===== config.mk =====
export PLATFORM = sky130hd
export DESIGN_NAME = lut_weight_reader_flat
export DESIGN_NICKNAME = d
export VERILOG_FILES = /design/src/rtl/lut_weight_reader_if.sv /design/src/rtl/lut_weight_reader.sv /design/src/flat_wrapper.sv
export SDC_FILE = /design/constraint.sdc
export NUM_CORES = 1
export LEC_CHECK = 0
export ABC_AREA = 0
export BUFFER_PORTS_ARGS = -buffer_cell sky130_fd_sc_hd__buf_4
export CORE_MARGIN = 3
export CORE_UTILIZATION = 49
export DETAILED_ROUTE_END_ITERATION = 6
export HOLD_SLACK_MARGIN = 0.1
export PLACE_DENSITY = 0.79
export SLEW_MARGIN = 20
export SYNTH_ARGS = -nofsm -noshare
export SYNTH_HDL_FRONTEND = slang
export SYNTH_SLANG_ARGS = --single-unit

===== constraint.sdc =====
create_clock -name clk -period 2.1 [get_ports clk]
set_input_delay 0.105 -clock clk [delete_from_list [all_inputs] [get_ports clk]]
set_output_delay 0.105 -clock clk [all_outputs]
set_load 0.01 [all_outputs]

===== src/rtl/lut_weight_reader_if.sv =====
// Weight stream from the LUT reader to the MAC array weight-load port.
// w_valid rises only with a lane ready to go, holds w_data/w_last until a w_valid && w_ready edge.
interface lut_weight_reader_if #(
    parameter int LANE_W = 16
);
    logic [LANE_W-1:0] w_data;
    logic              w_valid;
    logic              w_ready;
    logic              w_last;

    modport master (
        output w_data,
        output w_valid,
        output w_last,
        input  w_ready
    );

    modport slave (
        input  w_data,
        input  w_valid,
        input  w_last,
        output w_ready
    );
endinterface


===== src/rtl/lut_weight_reader.sv =====
// Walks the weight LUT one packed word at a time and streams each word out as
// signed lanes, most-significant lane first, under valid/ready backpressure.
module lut_weight_reader #(
    parameter int ADDR_WIDTH = 32,
    parameter int WORD_W     = 256,
    parameter int LANE_W     = 16,
    parameter int BASE_ADDR  = 0,
    parameter int ADDR_STEP  = 16,
    parameter int NUM_WORDS  = 28
) (
    input  logic                  clk,
    input  logic                  rst,
    input  logic                  i_start,
    output logic [ADDR_WIDTH-1:0] o_lut_addr,
    input  logic [WORD_W-1:0]     i_lut_data,
    lut_weight_reader_if.master   w_if,
    output logic                  o_busy,
    output logic                  o_done,
    output logic [1:0]            o_state
);
    localparam int LANES  = WORD_W / LANE_W;
    localparam int WCNT_W = $clog2(NUM_WORDS) + 1;
    localparam int LCNT_W = $clog2(LANES);

    localparam logic [1:0] S_IDLE   = 2'd0;
    localparam logic [1:0] S_ISSUE  = 2'd1;
    localparam logic [1:0] S_LOAD   = 2'd2;
    localparam logic [1:0] S_STREAM = 2'd3;

    logic [1:0]            r_state;
    logic [ADDR_WIDTH-1:0] r_lut_addr;
    logic [WCNT_W-1:0]     r_word_cnt;
    logic [LCNT_W-1:0]     r_lane_cnt;
    logic [WORD_W-1:0]     r_shift;
    logic                  r_done;

    logic w_hs;
    logic w_last_lane;
    logic w_last_word;

    assign w_hs        = (r_state == S_STREAM) && w_if.w_ready;
    assign w_last_lane = (r_lane_cnt == LCNT_W'(LANES - 1));
    assign w_last_word = (r_word_cnt == WCNT_W'(NUM_WORDS - 1));

    always_ff @(posedge clk) begin
        if (rst) begin
            r_state    <= S_IDLE;
            r_lut_addr <= '0;
            r_word_cnt <= '0;
            r_lane_cnt <= '0;
            r_shift    <= '0;
            r_done     <= 1'b0;
        end else begin
            r_done <= 1'b0;
            case (r_state)
                S_IDLE: begin
                    if (i_start) begin
                        r_state    <= S_ISSUE;
                        r_lut_addr <= ADDR_WIDTH'(BASE_ADDR);
                        r_word_cnt <= '0;
                    end
                end
                // Address is held here; the LUT registers it at the end of this cycle.
                S_ISSUE: begin
                    r_state <= S_LOAD;
                end
                S_LOAD: begin
                    r_shift    <= i_lut_data;
                    r_lane_cnt <= '0;
                    r_state    <= S_STREAM;
                end
                S_STREAM: begin
                    if (w_hs) begin
                        r_shift    <= r_shift << LANE_W;
                        r_lane_cnt <= r_lane_cnt + 1'b1;
                        if (w_last_lane) begin
                            if (w_last_word) begin
                                r_state <= S_IDLE;
                                r_done  <= 1'b1;
                            end else begin
                                r_word_cnt <= r_word_cnt + 1'b1;
                                r_lut_addr <= r_lut_addr + ADDR_WIDTH'(ADDR_STEP);
                                r_state    <= S_ISSUE;
                            end
                        end
                    end
                end
                default: begin
                    r_state <= S_IDLE;
                end
            endcase
        end
    end

    assign w_if.w_data  = r_shift[WORD_W-1 -: LANE_W];
    assign w_if.w_valid = (r_state == S_STREAM);
    assign w_if.w_last  = (r_state == S_STREAM) && w_last_lane && w_last_word;

    assign o_lut_addr = r_lut_addr;
    assign o_busy     = (r_state != S_IDLE);
    assign o_done     = r_done;
    assign o_state    = r_state;
endmodule


===== src/flat_wrapper.sv =====
// flat-port wrapper written by rule: the top's interface ports become plain ports
module lut_weight_reader_flat 
#(
    parameter int ADDR_WIDTH = 32,
    parameter int WORD_W     = 256,
    parameter int LANE_W     = 16,
    parameter int BASE_ADDR  = 0,
    parameter int ADDR_STEP  = 16,
    parameter int NUM_WORDS  = 28
)
  (clk, rst, i_start, o_lut_addr, i_lut_data, o_busy, o_done, o_state, w_if_w_data, w_if_w_valid, w_if_w_last, w_if_w_ready);
  lut_weight_reader_if #(.LANE_W(LANE_W)) w_if_i ();
  input  logic clk;
  input  logic rst;
  input  logic i_start;
  output logic [ADDR_WIDTH-1:0] o_lut_addr;
  input  logic [WORD_W-1:0] i_lut_data;
  output logic o_busy;
  output logic o_done;
  output logic [1:0] o_state;
  output wire logic [$bits(w_if_i.w_data)-1:0] w_if_w_data;
  output wire logic [$bits(w_if_i.w_valid)-1:0] w_if_w_valid;
  output wire logic [$bits(w_if_i.w_last)-1:0] w_if_w_last;
  input wire logic [$bits(w_if_i.w_ready)-1:0] w_if_w_ready;
  assign w_if_w_data = w_if_i.w_data;
  assign w_if_w_valid = w_if_i.w_valid;
  assign w_if_w_last = w_if_i.w_last;
  assign w_if_i.w_ready = w_if_w_ready;
  lut_weight_reader #(.ADDR_WIDTH(ADDR_WIDTH), .WORD_W(WORD_W), .LANE_W(LANE_W), .BASE_ADDR(BASE_ADDR), .ADDR_STEP(ADDR_STEP), .NUM_WORDS(NUM_WORDS)) u_core (.clk(clk), .rst(rst), .i_start(i_start), .o_lut_addr(o_lut_addr), .i_lut_data(i_lut_data), .w_if(w_if_i), .o_busy(o_busy), .o_done(o_done), .o_state(o_state));
endmodule

# Yosys cells after proc, flatten, opt, wreduce, memory -nomap -nowiden

Cells that the tools add are included.

Word-level logic and storage cells: 52
Output and inout port bits: 54
Bits of input ports: 260
Flip-flop bits (word level): 301

Equal/unequal tests: 9
Reductions and logical operators: 11
Multiplexer cells: 20
$add $sub $neg: 3
Bitwise operators: 3

Operators with widths:

| kind                    | count |
|---|---|
| $pmux W256 S2           | 1 |
| $mux W256               | 1 |
| $mux W32                | 4 |
| $pmux W32 S2            | 1 |
| $add A32 B5 Y32 const B | 1 |
| $mux W6                 | 4 |
| $pmux W6 S2             | 1 |
| $pmux W2 S4             | 1 |
| $pmux W4 S2             | 1 |
| $add A6 B1 Y6 const B   | 1 |
| $eq A6 B5 Y1 const B    | 1 |
| $mux W2                 | 3 |
| $reduce_bool A2 Y1      | 3 |
| $reduce_and A5 Y1       | 1 |
| $add A4 B1 Y4 const B   | 1 |
| $eq A2 B2 Y1 const B    | 2 |
| $eq A4 B4 Y1 const B    | 1 |
| $mux W4                 | 1 |
| $ne A2 B1 Y1 const B    | 2 |
| $ne A2 B2 Y1 const B    | 2 |
| $reduce_or A4 Y1        | 1 |
| $logic_and A1 B1 Y1     | 3 |
| $not A1 Y1              | 3 |
| $reduce_and A3 Y1       | 1 |
| 4 further kinds         | 5 |

# Depth between registers and ports, before layout

Gate-level depths: netlist of the first run.

Depth after elaboration: 5
Mapped depth: 10
Mapped depth without buffers: 7

# Worst setup path after synthesis of the first run

No wires, ideal clock.

Path kind: flip-flop to flip-flop
From: register u_core.r_state[1], in the netlist u_core.o_state[1]
To: register u_core.r_lut_addr[5], in the netlist u_core.o_lut_addr[5]
Cell stages (with the launch flop): 10
Data required time: 1.972 ns
Setup time: 0.128 ns
Clock period less this slack: 2.177 ns
Path buffers: 3
Path slack: -0.077 ns
Arrival time: 2.049 ns
Path through: dfxtp_1 > ha_1 > buf_2 > inv_1 > and3_1 > a31oi_1 > clkbuf_1 > buf_2 > mux2i_1 > nor2_1

Cells in the longest elaborated chain, start to end: 4
Elaborated cells between the ends (all ways): 10
Those cells by class: eq/ne: 5; mux: 1; reduce/logical: 4

RTL lines:

| element                     | RTL line                | RTL |
|---|---|---|
| start, declared             | lut_weight_reader.sv:30 | `logic [1:0] r_state;` |
| start signal, assigned      | lut_weight_reader.sv:47 | `r_state <= S_IDLE;` |
| start signal, assigned      | lut_weight_reader.sv:58 | `r_state <= S_ISSUE;` |
| start signal, assigned      | lut_weight_reader.sv:65 | `r_state <= S_LOAD;` |
| $eq A2 B2 Y1 (*)            | n/a                     |  |
| via w_if_w_valid            | flat_wrapper.sv:22      | `output wire logic [$bits(w_if_i.w_valid)-1:0] w_if_w_valid;` |
| $logic_and A1 B1 Y1         | lut_weight_reader.sv:41 | `assign w_hs = (r_state == S_STREAM) && w_if.w_ready;` |
| $ne A2 B1 Y1 (no line)      | n/a                     |  |
| $reduce_and A5 Y1 (no line) | n/a                     |  |
| end signal, assigned        | lut_weight_reader.sv:59 | `r_lut_addr <= ADDR_WIDTH'(BASE_ADDR);` |
| end signal, assigned        | lut_weight_reader.sv:82 | `r_lut_addr <= r_lut_addr + ADDR_WIDTH'(ADDR_STEP);` |
| end, declared               | lut_weight_reader.sv:31 | `logic [ADDR_WIDTH-1:0] r_lut_addr;` |

Mark *: on every way through the listed nets, which the timed path passes. The rest lies on a longest branch.
A chain may end at the register's enable or synchronous reset.

# Worst setup path after layout of the first run

From: register u_core.r_lut_addr[8], in the netlist u_core.o_lut_addr[8]
To: register u_core.r_lut_addr[31], in the netlist u_core.o_lut_addr[31]

Cells in the longest elaborated chain, start to end: 5

RTL lines:

| element         | RTL line                | RTL |
|---|---|---|
| $add A32 B5 Y32 | lut_weight_reader.sv:82 |  |
| $mux W32        | lut_weight_reader.sv:77 | `if (w_last_word) begin` |
| $mux W32        | lut_weight_reader.sv:76 | `if (w_last_lane) begin` |
| $mux W32        | lut_weight_reader.sv:73 | `if (w_hs) begin` |
| $pmux W32 S2    | lut_weight_reader.sv:55 | `case (r_state)` |

Every way passes these cells. The select of a mux whose other input is x is not followed.

==> results, run 1 <==
- The setup path with the least slack is of type reg2reg.
- Once detailed placement completed, the half-perimeter wirelength came to 23970 um.
- The total power after layout is 0.02378 W.
- Setup repair after global routing could not meet its margin everywhere.
- The portion of synthesized area spent on multiplexers is 0.1861.
- The number of warnings issued by yosys is 0.
- After detailed routing, the number of vias per cell comes to 5.759.
- The most common cell after layout, fill and taps aside is buf_4.
- The number of antenna violations at the first check in global routing is 1.
- Of the total synthesized cell area, the portion taken by XOR and XNOR cells is 0.002692.
- The worst setup path is launched from a register.
- The mean instance size in the synthesized netlist is 9.411 um^2.
- The fraction of synthesized cell area taken by the top area cell type is 0.4568.
- The final routed wire length divided by cell count is 20.24 um.
- The number of synthesized flops with an enable pin is 0.
- Row generation in the floorplan step produced 59 rows.
- The die outline area is 0.02855 mm^2.
- The flip-flop and latch count after synthesis is 297.
- The portion of the clock cycle consumed by the worst path in the final layout is 0.9627.
- The area of the mapped netlist is 0.01301 mm^2.
- The met2 wire length is 22520 um.
- By area the synthesized netlist is led by dfxtp_1 46%, mux2i_1 19%, a211oi_1 14%, nor2_1 7.9%, clkbuf_1 3.2%.
- The final-report hold violation count is 0.
- In the layout the commonest cells are 322 x buf_4, 292 x dfxtp_1, 271 x nor2_1, 258 x dlygate4sd3_1, 242 x mux2i_1.
- The detail route stage leaves a number of antenna-violating nets equal to 0.
- The critical-path maximum fanout is 16.
- The count of maximum capacitance violations is 0.
- Dividing total power by cell area gives a power density of 1219 mW/mm^2.
- The final net count is 2148.
- The relative slew slack is 0.5021.
- The most frequently used flop master after synthesis is dfxtp_1.
- The number of global-route vias before repair is 12980.
- Setup violations remaining at the end of the flow were counted as 0.
- Traced cell by cell, the critical path runs through nand4_2 -> or2_1 -> or3_4 -> or4_1 -> a21oi_2.
- The minimum clock period is 2.022 ns.
- The maximum level of the CTS H-tree is 1.
- After floorplanning, the core was sized to cover 0.02606 mm^2.
- The largest stage delay on the critical path is 0.52 ns.
- The first global-routing pass estimated 68830 um of wire.
- The number of input and output port buffers inserted is 309.
- The portion of the post-synthesis area used by sequential elements is 0.4568.
- The routed wire length is 45380 um.
- Of the cells placed in the final design, the portion with a size suffix greater than 1 is 0.2236.
- The congestion estimate from routability-driven global placement came to 0.8420.
- Of the total synthesized cell area, the portion taken by AND, OR, NAND and NOR gates is 0.1158.
- After clock tree synthesis, the clock-pin slew on the worst setup and hold paths is 0.07 ns.
- At the later pin of the worst-skew pair, clock insertion delay measures 0.56 ns.
- After detailed routing, the wire length on met1 is 17460 um.
- The number of vias after detailed routing is 12910.
- After detailed routing, no signal wire sits above met4.
- The peak supply drop is 0.001044 V.
- The number of buffers inserted during clock tree synthesis is 31.
- Of all flip-flops after synthesis, the portion carrying an async set or reset was 0.
- The vertical die dimension is 169.0 um.
- After the first detailed-routing iteration, the DRC count stood at 965.
- The transition time of the tightest slew-check pin is 0.7469 ns.
- The TritonCTS clock tree is done.
- The compound-cell area share of the yosys netlist was 0.1793.
- Of the total synthesized cell area, the portion taken by full adders, half adders and majority gates is 0.006729.
- The largest area contributor in the synthesized netlist is dfxtp_1.
- The worst-case clock skew is 0.01158 ns.
- In the global route stage, overall resource usage came out at 0.2962.
- The combinational family with the most area after synthesis is multiplexers.
- The count of cell types in the netlist is 38.
- The number of clock sinks is 297.
- The leakage power summed over all cells is 7.041 nW.
- The area growth from synthesis to layout is 49.90%.
- Synthesis produced 1383 cells.
- In this run the clock root is driven by a clkbuf_16.
- The die is 169.0 um wide.
- For this run, design rule violations remaining after detail routing come to 0.
- The run finished with clean final reports.
- The min-delay analysis places its worst path in the category in2reg.
- The pre-antenna-repair detailed-routing pass consisted of 5 iterations.
- The worst setup path is captured at a register.
- The highest clock rate is 0.4946 GHz.
- The clock passes through at most 3 buffers.
- The post-route setup TNS is 0 ns.
- Entering global routing, the biggest net connects 147 pins.
- The leftover overflow at the end of global routing is 0.
- The signal arrival time at the worst endpoint is 2.51 ns.
- The max-slew violation count is 0.
- STA puts the critical path data required time at 2.59 ns.
- Among all stages on the critical path, the largest delay is contributed by or4_1.
- The routed length on met3 is 3101 um.
- The I/O pin count is 314.
- The initial core utilization is 0.4994.
-- cell type report --
type	count	area, um^2
clock inverters	10	106.4
repair buffers	608	5615
flip-flops and latches	297	5952
inverters	10	37.54
well taps	335	419.2
diodes	2	5.005
clock buffers	47	885.9
fillers	1614	6549
multi-input cells	933	6489
-- power breakdown --
group / internal (W) / leakage [nW] / switching [W]
registers: 0.00780 / 2.42 / 0.00146
logic: 0.00416 / 4.13 / 0.00494
clock network: 0.00314 / 0.487 / 0.00228
total: 0.0151 / 7.04 / 0.00868
-- per-stage QoR --
| step | setup WS [ns] | std cells | util | area [um^2] | hold WS (ns) |
|---|---|---|---|---|---|
| after CTS | 0.02133 | 2232 | 0.7402 | 19290 | 0.1134 |
| after floorplan | -0.004516 | 1386 | - | 13030 | 0.2658 |
| final | 0.07835 | 2242 | 0.7487 | 19510 | 0.1703 |
| after detailed placement | 0.05872 | 1916 | 0.6015 | 15670 | 0.3611 |
| after global placement | 0.1304 | 1916 | 0.6015 | 15670 | 0.3540 |
| after global routing | -0.01135 | 2241 | 0.7486 | 19510 | 0.1899 |
-- flip-flops by register name, indices dropped and copies added, names as in the netlist --
register	count
u_core.o_state	2
u_core.r_word_cnt	6
u_core.o_done	1
u_core.o_lut_addr	28
u_core.r_shift	256
u_core.r_lane_cnt	4
-- routing by layer --
layer | up-vias | global-route usage
met3 | 179 | 0.05698
li1 | 6038 | -
met1 | 6055 | 0.3496
met5 | - | 0
met2 | 640 | 0.5225
met4 | 0 | 0.1327
-- timing repair --
| item | 4_1_cts | 5_1_grt |
|---|---|---|
| pin swaps | 0 | 2 |
| setup buffers | 0 | 4 |
| gates cloned | 1 | 4 |
| resized for setup | 1 | 23 |
| endpoints found under the setup margin | 1 | 50 |
| hold endpoints to repair | 270 | 0 |
| hold buffers | 258 | 0 |
-- synth_stat cells, drive strengths merged (2+ instances only) --
cell	number
o31ai	19
inv	10
a22oi	16
nor2b	2
nand3	7
or4	19
mux2i	242
a211oi	241
xor2	4
nor2	273
ha	7
o21ai	11
buf	36
nand4	15
nand2	11
a21oi	33
or2	4
dfxtp	297
nor3	5
clkbuf	110
or3	11
-- kinds of logic after synthesis --
group | count (synthesis)
other | 1
AND/OR/NAND/NOR | 351
flip-flops | 297
multiplexers | 242
buffers and inverters | 156
adder cells (fa/ha/maj) | 7
AO/OA/AOI/OAI | 325
XOR/XNOR | 4
-- worst max-delay path, delay by kind of cell (launching register included) --
| kind | cells | cell delay (ns) |
|---|---|---|
| AND/OR/NAND/NOR | 4 | 1.43 |
| flip-flops | 1 | 0.38 |
| AO/OA/AOI/OAI | 1 | 0.15 |
-- path summary, 6_finish.rpt --
| check | startpoint | end | slack (ns) | depth (start not counted) |
|---|---|---|---|---|
| hold reg to reg | u_core.o_lut_addr[10] | u_core.o_lut_addr[10] | 0.50 | 2 |
| setup / recovery | u_core.o_lut_addr[8] | u_core.o_lut_addr[31] | 0.08 | 5 |
| setup reg to reg | u_core.o_lut_addr[8] | u_core.o_lut_addr[31] | 0.08 | 5 |
| hold / removal | i_start | u_core.o_state[0] | 0.17 | 4 |
(Power assumes the default switching activity.)
==> inputs of run 2 (changes only) <==
- BUFFER_PORTS_ARGS: -buffer_cell sky130_fd_sc_hd__buf_4 -> unset
- CORE_UTILIZATION: 49 -> 50
- DONT_BUFFER_PORTS: unset -> 1
- PLACE_DENSITY: 0.79 -> 0.7
==> results, run 2 (synthesis gave the netlist of run 1 again) <==
- The number of antenna-violating nets in the routed design came to 0 (unchanged).
- The TritonCTS clock tree is done (unchanged).
- The final net count is 1689 (was 2148).
- The worst hold margin came to -0.3679 ns (was 0.1703 ns).
- RSZ-0062 raised after global routing: true (unchanged).
- The worst-case clock skew is 0.01183 ns (was 0.01158 ns).
- The beginning of the worst hold path is rst (was i_start).
- The end-of-flow core utilization is 0.6161 (was 0.7487).
- The total routing resource utilization after global routing is 0.2237 (was 0.2962).
- The worst flop-to-flop path startpoint is u_core.o_state[1] (was u_core.o_lut_addr[8]).
- The first-pass iteration count of the detailed router came to 5 (unchanged).
- The number of setup violations in the final report is 0 (unchanged).
- The library cell used as clock root buffer is clkbuf_16 (unchanged).
- The buffer depth of the longest clock path is 3 (unchanged).
- The portion of the clock cycle consumed by the worst path in the final layout is 0.9747 (was 0.9627).
- The DRC violation count after routing is 0 (unchanged).
- The leakage power summed over all cells is 4.972 nW (was 7.041 nW).
- The number of global-route vias before repair is 9449 (was 12980).
- The global placement routability congestion is 0.8261 (was 0.8420).
- The number of placement rows is 58 (was 59).
- The signal arrival time at the worst endpoint is 2.49 ns (was 2.51 ns).
- The core area is 0.02540 mm^2 (was 0.02606 mm^2).
- The number of buffers inserted during clock tree synthesis is 31 (unchanged).
- The clock latency of the later-clocked register in the worst-skew pair was 0.55 ns (was 0.56 ns).
- The signed area change from the synthesized netlist to the final layout was 20.23% (was 49.90%).
- The ratio of total power to cell area was 1455 mW/mm^2 (was 1219 mW/mm^2).
- The pin count of the biggest net entering global routing is 265 (was 147).
- The wire length of the first global-routing pass came to 52220 um (was 68830 um).
- The vertical die dimension is 167.3 um (was 169.0 um).
- The peak supply drop was 0.001026 V (was 0.001044 V).
- The I/O pin count is 314 (unchanged).
- The critical-path maximum fanout is 19 (was 16).
- The count of maximum capacitance violations is 0 (unchanged).
- The required time of the critical path is 2.54 ns (was 2.59 ns).
- The relative slew slack was 0.5916 (was 0.5021).
- The path category of the worst min-delay check is in2reg (unchanged).
- The register-to-register setup slack came to 0.05 ns (was 0.08 ns).
- The number of vias after detailed routing is 10370 (was 12910).
- The die outline area came to 0.02800 mm^2 (was 0.02855 mm^2).
- The number of flip-flops under the largest register name is 256 (unchanged).
- The minimum clock period is 2.047 ns (was 2.022 ns).
- The final routed wire length divided by cell count is 19.55 um (was 20.24 um).
- The clock transition at the register clock pins on the worst setup and hold paths after CTS was 0.06 ns (was 0.07 ns).
- The number of clock sinks came to 297 (unchanged).
- The share of post-route cells with drive strength above 1 came to 0.09550 (was 0.2236).
- The violation count after the first detailed-route iteration came to 638 (was 965).
- The count of fill cells added during filler insertion is 2154 (was 1614).
- The most common cell after layout, fill and taps aside is dfxtp_1 (was buf_4).
- The total power after layout was 0.02277 W (was 0.02378 W).
- The number of input and output port buffers inserted came to 0 (was 309).
- The routed wire length is 34720 um (was 45380 um).
- Leading cell types in the layout, fill and taps excluded: 295 x dfxtp_1, 271 x nor2_1, 242 x mux2i_1, 241 x a211oi_1, 86 x dlygate4sd3_1 (was 322 x buf_4, 292 x dfxtp_1, 271 x nor2_1, 258 x dlygate4sd3_1, 242 x mux2i_1).
- The checks that failed: negative hold slack.
- The detailed placer's ending HPWL is 22670 um (was 23970 um).
- The max-slew violation count came to 0 (unchanged).
- The number of antenna violations at the first check in global routing was 1 (unchanged).
- The highest clock rate is 0.4886 GHz (was 0.4946 GHz).
- Status: complete, but fails checks (was complete, no violations).
- The critical path capture point type is a register (unchanged).
- The transition time of the tightest slew-check pin is 0.6127 ns (was 0.7469 ns).
- The final-report hold violation count is 233 (was 0).
- The element type at the critical path start is a register (unchanged).
- The number of vias per cell after detailed routing came to 5.838 (was 5.759).
- The critical setup path kind is reg2reg (unchanged).
- The most flop-heavy register was u_core.r_shift (unchanged).
- The initial core utilization is 0.5124 (was 0.4994).
- The maximum level of the CTS H-tree was 1 (unchanged).
- The leftover overflow at the end of global routing came to 0 (unchanged).
- The width of the die is 167.3 um (was 169.0 um).
- The start point of the critical path was u_core.o_state[1] (was u_core.o_lut_addr[8]).
[run 2: cell types whose count changed in the layout (fill, tap and decap cells not counted), sizes merged]
cell and delta:
dlygate4sd3 -172, clkinv +4, clkinvlp +1, buf -285
inv -1, clkbuf -13, bufinv +6, diode -1
[run 2: worst max-delay path: stages, from the launching register on]
cell and delay (ns):
dfxtp_1 0.33, buf_4 0.16, ha_4 0.23, inv_1 0.08, and3_1 0.18, a31oi_4 0.38, buf_6 0.17, clkbuf_16 0.16
nor3_1 0.06, o21ba_2 0.19
[run 2: final cells by class]
cell class              count  area (um^2)  area share
clock inverters            20        305.3     0.01951
multi-input cells         933         6460      0.4128
inverters                  10        37.54    0.002399
flip-flops and latches    297         5948      0.3801
repair buffers            149         1647      0.1052
well taps                 330        412.9     0.02639
diodes                      1        2.502   0.0001599
clock buffers              36        834.6     0.05333
[run 2: per-stage QoR]
step / setup TNS [ns] / std cells / setup slack (ns) / cell area, um^2
floorplan: -0.6672 / 1386 / -0.004516 / 13030
global placement: 0 / 1624 / 0.1233 / 13440
detailed placement: 0 / 1624 / 0.04915 / 13440
CTS: 0 / 1685 / 0.03383 / 14660
global route: -0.5898 / 1776 / -0.05435 / 15650
finish: 0 / 1776 / 0.05316 / 15650
[run 2: worst paths after layout]
check                                              to  cells after the start
worst min-delay path              u_core.r_shift[248]                      1
worst min register to register    u_core.r_shift[234]                      2
worst max register to register  u_core.o_lut_addr[12]                      9
worst max-delay path            u_core.o_lut_addr[12]                      9
[run 2: report_power, final]
group	switching, W	internal, W
logic	0.00410	0.00342
registers	0.00137	0.00779
clock network	0.00228	0.00381
[run 2: layer usage]
metal / GRT usage / part of all wire / routed length, um / vias up
met2: 0.3600 / 0.48 / 16510 / 315
met5: 0 / 0 / 0 / -
li1: - / - / - / 5127
met1: 0.2941 / 0.43 / 14860 / 4864
met3: 0.06681 / 0.068 / 2347 / 62
met4: 0.06226 / 0.029 / 998 / 0
[run 2: repair_timing]
action | 4_1_cts | 5_1_grt
buffers inserted | 0 | 5
cloned | 1 | 3
hold buffers | 4 | 82
hold endpoints to repair | 279 | 276
pin swaps | 0 | 13
endpoints found under the setup margin | 1 | 36
gates resized for setup | 1 | 11
